[config.mk]
export PLATFORM = sky130hd
export DESIGN_NAME = round_judge
export DESIGN_NICKNAME = d
export VERILOG_FILES = /design/src/rtl/tron_pkg.sv /design/src/rtl/round_judge_tick_timer.sv /design/src/rtl/round_judge.sv
export SDC_FILE = /design/constraint.sdc
export NUM_CORES = 1
export LEC_CHECK = 0
export ABC_AREA = 1
export BUFFER_PORTS_ARGS = -buffer_cell sky130_fd_sc_hd__buf_2
export CAP_MARGIN = 20
export CORE_MARGIN = 8
export CORE_UTILIZATION = 55
export DETAILED_ROUTE_END_ITERATION = 8
export GPL_ROUTABILITY_DRIVEN = 0
export GPL_TIMING_DRIVEN = 0
export HOLD_SLACK_MARGIN = 0.15
export PLACE_DENSITY = 0.75
export SLEW_MARGIN = 10
export SYNTH_ARGS = -nofsm -noshare
export SYNTH_HDL_FRONTEND = slang
export SYNTH_SLANG_ARGS = --single-unit
[constraint.sdc]
create_clock -name clk -period 1.55 [get_ports clk]
set_input_delay 0.155 -clock clk [delete_from_list [all_inputs] [get_ports clk]]
set_output_delay 0.155 -clock clk [all_outputs]
set_load 0.05 [all_outputs]
[src/rtl/tron_pkg.sv]
// Shared types and constants for the Tron round/match judge.
// Latency: n/a (declarations only).
// Backpressure: n/a (declarations only).
package tron_pkg;

  // Width of one BCD score digit
  localparam int SCORE_W = 4;

  // Round/match controller states
  typedef enum logic [2:0] {
    IDLE       = 3'd0,
    PLAY       = 3'd1,
    RESOLVE    = 3'd2,
    REPORT     = 3'd3,
    HOLD       = 3'd4,
    MATCH_OVER = 3'd5
  } judge_state_t;

  // Winner codes; also reused as the latched round result (DRAW = tie)
  localparam logic [1:0] WIN_NONE = 2'b00;
  localparam logic [1:0] WIN_P1   = 2'b01;
  localparam logic [1:0] WIN_P2   = 2'b10;
  localparam logic [1:0] WIN_DRAW = 2'b11;

  // Single-digit BCD increment that sticks at the match-ending score.
  // Values stay within 0..9, so the binary increment is already valid BCD.
  function automatic logic [SCORE_W-1:0] bcd_sat_inc(input logic [SCORE_W-1:0] v,
                                                     input logic [SCORE_W-1:0] lim);
    return (v >= lim) ? v : v + 1'b1;
  endfunction

endpackage

[src/rtl/round_judge_tick_timer.sv]
// Tick-gated up-counter with synchronous clear and terminal-count flag.
// Latency: done is combinational on the tick that reaches LIMIT.
// Backpressure: none; counts only while en is high, saturates at LIMIT.
module tick_timer #(
  parameter int LIMIT = 2
) (
  input  logic clk,
  input  logic clear_b,
  input  logic clr,
  input  logic en,
  input  logic tick,
  output logic done
);

  localparam int CNT_W = (LIMIT < 2) ? 1 : $clog2(LIMIT + 1);
  localparam logic [CNT_W-1:0] TOP  = CNT_W'(LIMIT);
  localparam logic [CNT_W-1:0] LAST = (LIMIT == 0) ? '0 : CNT_W'(LIMIT - 1);

  logic [CNT_W-1:0] count;

  // Count enabled ticks from zero; clear wins over counting, hold at LIMIT
  always_ff @(posedge clk) begin
    if (!clear_b) begin
      count <= '0;
    end else if (clr) begin
      count <= '0;
    end else if (en && tick && (count != TOP)) begin
      count <= count + 1'b1;
    end
  end

  // Flag the tick that brings the count to LIMIT; a zero limit expires at once
  assign done = (LIMIT == 0) ? en : (en && tick && (count == LAST));

endmodule

[src/rtl/round_judge.sv]
// Tron round/match judge: decides round winners (with tie window), pulses score events, keeps tallies.
// Latency: result pulse one cycle after the deciding crash/tick; PLAY one cycle after start.
// Backpressure: none; freezes play (round_active=0) between rounds. Optional TIE_BOTH_EN: ties score both.
module round_judge
  import tron_pkg::*;
#(
  parameter int WIN_SCORE     = 9,
  parameter int RESOLVE_TICKS = 2,
  parameter int HOLD_TICKS    = 60
) (
  input  logic               clk,
  input  logic               clear_b,
  input  logic               start,
  input  logic               tick,
  input  logic               crash1,
  input  logic               crash2,
  output logic               round_active,
  output logic               score_en,
  output logic               p1_win,
  output logic               p2_win,
  output logic [SCORE_W-1:0] p1_score,
  output logic [SCORE_W-1:0] p2_score,
  output logic               match_over,
  output logic [1:0]         winner
);

  localparam logic [SCORE_W-1:0] WIN_VAL = SCORE_W'(WIN_SCORE);

  judge_state_t state, next_state;

  // Round result: survivor while resolving, final winner or DRAW in REPORT
  logic [1:0] res_q, res_d;

  logic resolve_done, hold_done;
  logic p1_pt, p2_pt;
  logic match_won;

  // Tie window after the first crash
  tick_timer #(.LIMIT(RESOLVE_TICKS)) u_resolve_timer (
    .clk     (clk),
    .clear_b (clear_b),
    .clr     (state == PLAY),
    .en      (state == RESOLVE),
    .tick    (tick),
    .done    (resolve_done)
  );

  // Freeze period after the result is reported
  tick_timer #(.LIMIT(HOLD_TICKS)) u_hold_timer (
    .clk     (clk),
    .clear_b (clear_b),
    .clr     (state == REPORT),
    .en      (state == HOLD),
    .tick    (tick),
    .done    (hold_done)
  );

  assign match_won = (p1_score == WIN_VAL) || (p2_score == WIN_VAL);

  // State register
  always_ff @(posedge clk) begin
    if (!clear_b) begin
      state <= IDLE;
    end else begin
      state <= next_state;
    end
  end

  // Next state and round-result decision
  always_comb begin
    next_state = state;
    res_d      = res_q;
    case (state)
      IDLE: begin
        if (start) next_state = PLAY;
      end
      PLAY: begin
        if (crash1 && crash2) begin
          res_d      = WIN_DRAW;
          next_state = REPORT;
        end else if (crash1 || crash2) begin
          // Remember the survivor; it wins unless the other crashes in the window
          res_d      = crash1 ? WIN_P2 : WIN_P1;
          next_state = (RESOLVE_TICKS == 0) ? REPORT : RESOLVE;
        end
      end
      RESOLVE: begin
        // A survivor crash beats a coincident expiring tick: it is a tie
        if (((res_q == WIN_P1) && crash1) || ((res_q == WIN_P2) && crash2)) begin
          res_d      = WIN_DRAW;
          next_state = REPORT;
        end else if (resolve_done) begin
          next_state = REPORT;
        end
      end
      REPORT: begin
        next_state = HOLD;
      end
      HOLD: begin
        if (hold_done) next_state = match_won ? MATCH_OVER : PLAY;
      end
      MATCH_OVER: begin
        if (start) next_state = PLAY;
      end
      default: begin
        next_state = IDLE;
      end
    endcase
  end

  // Which players earn a point from the latched result
  always_comb begin
`ifdef TIE_BOTH_EN
    p1_pt = (res_q == WIN_P1) || (res_q == WIN_DRAW);
    p2_pt = (res_q == WIN_P2) || (res_q == WIN_DRAW);
`else
    p1_pt = (res_q == WIN_P1);
    p2_pt = (res_q == WIN_P2);
`endif
  end

  // Result latch and tallies: bump once as REPORT ends, clear on a new match
  always_ff @(posedge clk) begin
    if (!clear_b) begin
      res_q    <= WIN_NONE;
      p1_score <= '0;
      p2_score <= '0;
    end else begin
      res_q <= res_d;
      if ((state == MATCH_OVER) && start) begin
        p1_score <= '0;
        p2_score <= '0;
      end else if (state == REPORT) begin
        if (p1_pt) p1_score <= bcd_sat_inc(p1_score, WIN_VAL);
        if (p2_pt) p2_score <= bcd_sat_inc(p2_score, WIN_VAL);
      end
    end
  end

  // Moore outputs decoded from the state and latched result
  always_comb begin
    round_active = (state == PLAY) || (state == RESOLVE);
    score_en     = (state == REPORT);
    p1_win       = (state == REPORT) && p1_pt;
    p2_win       = (state == REPORT) && p2_pt;
    match_over   = (state == MATCH_OVER);
    winner       = WIN_NONE;
    if (state == MATCH_OVER) begin
      if ((p1_score == WIN_VAL) && (p2_score == WIN_VAL)) winner = WIN_DRAW;
      else if (p1_score == WIN_VAL)                      winner = WIN_P1;
      else                                               winner = WIN_P2;
    end
  end

endmodule

Word level (Yosys, flattened, before mapping). Cells that the tools add are included.

Flip-flop bits (word level): 21. Bits in latches: 0. RAM bits: 0. ROM bits: 0. Input port bits: 6. Output and inout bits: 15. Word-level logic and storage cells: 76. Memories: 0.

Add/sub/neg operators: 4. Multipliers: 0. Divide/modulo/power cells: 0. Magnitude comparators: 2. Equal/unequal tests: 18. Shifts and indexed selects: 0. Mux-type cells: 16. Bitwise gates (word level): 3. Reductions and logical operators: 27.

Operators with widths (count): two-way mux 3 bit (7); case mux 3 bit (5 select lines) (1); two-way mux 2 bit (7); logical AND 1 bit (13); AND reduction 3 bit (3); adder 4 x 1 -> 4 bit, second input constant (2); == test 4 bit, second input constant (2); >= comparator 4 bit, second input constant (2); OR reduction 2 bit (4); adder 6 x 1 -> 6 bit, second input constant (1); == test 3 x 2 -> 1 bit, second input constant (2); == test 3 bit, second input constant (2); == test 6 bit, second input constant (1); inequality test 2 bit, second input constant (3); inequality test 3 bit, second input constant (2); inequality test 6 bit, second input constant (1); == test 2 x 1 -> 1 bit, second input constant (2); logical OR 1 bit (4); case mux 2 bit (2 select lines) (1); AND reduction 4 bit (1); == test 3 x 1 -> 1 bit, second input constant (1); logical NOT 3 bit (1); inverter 1 bit (3); adder 2 x 1 -> 2 bit, second input constant (1); other kinds (3) (3).

Depth between registers and ports, before layout.
Word-level depth: 6. Mapped depth: 10. Mapped depth without buffers: 10.

Hierarchy. A second synthesis with hierarchy kept.

Cells, all modules: 211. Area, all modules: 1377.6 µm².

Modules (own cells, without submodules): round_judge (instances 1, cells an instance 129, area an instance 853.3 µm², seq. area each 260.2 µm²); tick_timer at u_hold_timer (instances 1, cells an instance 61, area an instance 387.9 µm², seq. area each 120.1 µm²); tick_timer at u_resolve_timer (instances 1, cells an instance 21, area an instance 136.4 µm², seq. area each 40.0 µm²).

Least setup slack after synthesis. No wires, ideal clock.

Path kind: register to output. Start: reg p1_score[1]. End: out winner[1]. Arrival time: 1943 ps. Data required time: 1395 ps. Slack: -548 ps. Cell stages (with the launch flop): 6. Path buffers: 0. Cell sequence: dfxtp_1 -> inv_1 -> ha_1 -> nand3_1 -> inv_1 -> a21oi_1.

Word-level cells in the longest chain between the ends: 4. Elaborated cells on any way between the ends: 5. Those cells by class: eq/ne (1); mux (3); reduce/logical (1).

Ends and longest elaborated chain: start: declaration (RTL line round_judge.sv:21) `output logic [SCORE_W-1:0] p1_score,`; start signal: assignment (RTL line round_judge.sv:134) `if (p1_pt) p1_score <= bcd_sat_inc(p1_score, WIN_VAL);`; == test 4 bit (*) (RTL line round_judge.sv:149, round_judge.sv:150); two-way mux 2 bit or logical AND 1 bit (tied branches) (RTL line round_judge.sv:150, round_judge.sv:149); two-way mux 2 bit (*) (RTL line round_judge.sv:149) `if ((p1_score == WIN_VAL) && (p2_score == WIN_VAL)) winner = WIN_DRAW;`; two-way mux 2 bit (*) (RTL line round_judge.sv:148) `if (state == MATCH_OVER) begin`; end: declaration (RTL line round_judge.sv:24) `output logic [1:0] winner`.

Mark *: on every way between the ends. The rest lies on a longest branch, timed or not.

Worst setup path in the final report.
Start: reg state[2]. End: out p2_win.

Word-level cells in the longest chain between the ends: 2.

Ends and longest elaborated chain: start: declaration (RTL line round_judge.sv:29) `judge_state_t state, next_state;`; start signal: assignment (RTL line round_judge.sv:65) `state <= next_state;`; == test 3 x 2 -> 1 bit (RTL line round_judge.sv:145) `p2_win = (state == REPORT) && p2_pt;`; logical AND 1 bit (RTL line round_judge.sv:145); end: declaration (RTL line round_judge.sv:20) `output logic p2_win,`.

No other way between the ends.

==> metrics.txt <==
# setup viols final=0; Worst slew margin=about four fifths; period utilization=slightly below 100%; register area share after synthesis=approximately a third; Via-to-Cell Ratio=~5.2; Setup crit end kind=output pin; vias in the first global route=about 1200; drt first pass iters=5; Register Area=approximately 430 um^2; Peak VDD IR=roughly 0.93 mV; share of cells above drive strength 1=roughly 28%; filler cell count in the final layout=200; final-report hold violation count=0; Post-Syn Instances=192; Post-synth EDFFs=0; nets@finish=238; die width=65.20 um; dpl cell area=about 0.0015 mm^2; Tmin final=about 1.5 ns; Initial DRC Count=60; IO Count=21; Mapped Nets=~210; Seq cells post-synth=21; routed len/inst=around 12 um; vias=about 1300; Starting Density=55.77%; outcome=finished, final reports clean; FP Rows=18; Root Buffer=clkbuf_4; max-slew violations=0; leak pwr=between 0.0007 and 0.0008 uW; crit path launch type=flop; Final Cell Area=about 0.0016 mm^2; synth unique cells=28; Worst-path clk slew=between 0.1 and 0.15 ns; gr usage total=14.23%; Worst Tran Pin Value=about 0.32 ns; area grow syn2layout=23.12%; die height=65.20 um; Max Root-Sink Buffers=2; CTS tree=built; post-detail-place hpwl=approximately 2200 um; clock latency on the worst-skew pair=about 0.31 ns; worst hold-check path type=in2reg; Final ANT Viol Nets=0; Ant. Diodes=0; Ys Warns=0; CP Max Fanout=4; fin cells=between 200 and 300; Core ar.=0.002387 mm^2; RSZ-0062 raised after global routing=yes; area of the multi-input gates=approximately 830 um^2; largest net degree at the start of global routing=13; Clock Skew=0.004207 ns; Placed Cells=between 200 and 250; H-tree depth=1; antenna violations before repair=0; total grt overflow=0; syn avg cell area=slightly below 7 um^2; Max Clk Rate=0.6641 GHz; Detailed Route WL=between 3000 and 4000 um; Arr. time, crit path=between 1 and 1.5 ns; Async SR Flop Fraction=0%; final hold slack=roughly 0.20 ns; Required @ worst endpoint=about 1.4 ns; total CTS buffers=3; first-pass GRT wire length=approximately 5000 um; top_reg_cell synth=dfxtp_1; Pwr Total=1782 uW; Syn Std Cell Area=~0.0013 mm^2; pwr/cell area=between 1000 and 1500 mW/mm^2; Crit Path Class=reg2out; max_cap viols=0; clk sinks=21; port bufs=19; # DRC=0; die footprint=between 0.004 and 0.005 mm^2; Core Util, Final=between 60% and 70%
==> kinds of logic (layout without fill, tap and decap cells) <==
family                     count (synthesis)  in the layout  synth area share, %
and+or+nand+nor                           93             93                35.62
buffers and inverters                     37             66                10.53
AOI/OAI and AO/OA                         29             29                11.56
DFF                                       21             21                31.58
adders and majority gates                 10             10                9.398
xor gates and xnor gates                   2              2                1.316
==> through the flow <==
step | setup TNS, ns | worst slack [ns]
after floorplan | -0.04784 | -0.01695
after global placement | 0 | 0.1282
after detailed placement | 0 | 0.08406
after CTS | 0 | 0.01105
after global routing | -0.1258 | -0.05035
final | 0 | 0.04413
==> power by group <==
group	leakage (uW)	internal (uW)	switching, uW	total [uW]
combinational	0.000578	245	537	782
sequential	0.000174	619	106	725
clock	0.0000177	96.4	178	275
total	0.000770	961	821	1780
==> worst paths after layout <==
kind	from	end	slack, ns	cells past startpoint
hold / removal	crash2	res_q[1]	0.20	4
setup / recovery	state[2]	p2_win	0.04	4
setup reg to reg	p2_score[0]	p2_score[0]	0.07	7
hold reg to reg	p1_score[1]	p1_score[1]	0.48	2
==> layout by cell type (no fill, tap or decap), drive strengths merged, types with 3 or more instances in the layout <==
cell type / synthesis / routed
nand3: 17 / 17
nand2: 39 / 39
dfxtp: 21 / 21
nor2: 24 / 24
a21oi: 17 / 17
nand4: 4 / 4
ha: 10 / 10
o21ai: 10 / 10
clkbuf: 0 / 3
nor3: 6 / 6
inv: 36 / 36
buf: 1 / 25
==> cell type report <==
class,instances,area share (%)
clock inverters,1,0.3053
flip-flops and latches,21,26.49
inverters,36,8.550
well taps,30,2.290
clock buffers,3,1.374
repair buffers,25,9.771
multi-input cells,134,50.92
plain buffers,1,0.3053
==> synth_stat cells (2+ instances only) <==
| library cell | n | area share, % |
|---|---|---|
| nor3_1 | 4 | 1.5 |
| nand2_1 | 38 | 11 |
| nor2_2 | 2 | 0.94 |
| nand3_2 | 3 | 2.3 |
| o21ai_1 | 2 | 0.75 |
| ha_1 | 10 | 9.4 |
| a21oi_1 | 16 | 6.0 |
| inv_1 | 33 | 9.3 |
| nor2_1 | 21 | 5.9 |
| o21ai_0 | 8 | 3.0 |
| nand4_1 | 4 | 1.9 |
| dfxtp_1 | 21 | 32 |
| nand3_1 | 13 | 4.9 |
| inv_2 | 3 | 0.85 |
==> what timing repair did <==
item / 4_1_cts / 5_1_grt
hold buffers: 1 / 0
pin swaps: 2 / 1
endpoints found under the setup margin: 3 / 9
hold endpoints to repair: 5 / 0
resized for setup: 13 / 10
buffers inserted: 1 / 4
==> worst max-delay path: stages, from the launching register on <==
cell and delay (ns):
dfxtp_4 0.39, inv_4 0.08, nand3_4 0.11, nor3_4 0.27
buf_6 0.19
==> flip-flops by register name (all words and copies together) (netlist names) <==
name / count
p2_score: 4
u_hold_timer.count: 6
u_resolve_timer.count: 2
p1_score: 4
state: 3
res_q: 2
==> routing by layer <==
layer  vias to the layer above  wire, um  GRT usage, %
met5                         -         0             0
met3                         4       123         3.401
met2                        16      1639         26.08
li1                        670         -             -
met1                       606      1258         15.11
met4                         0        29         5.995
Power figures use the tool's default switching activity.
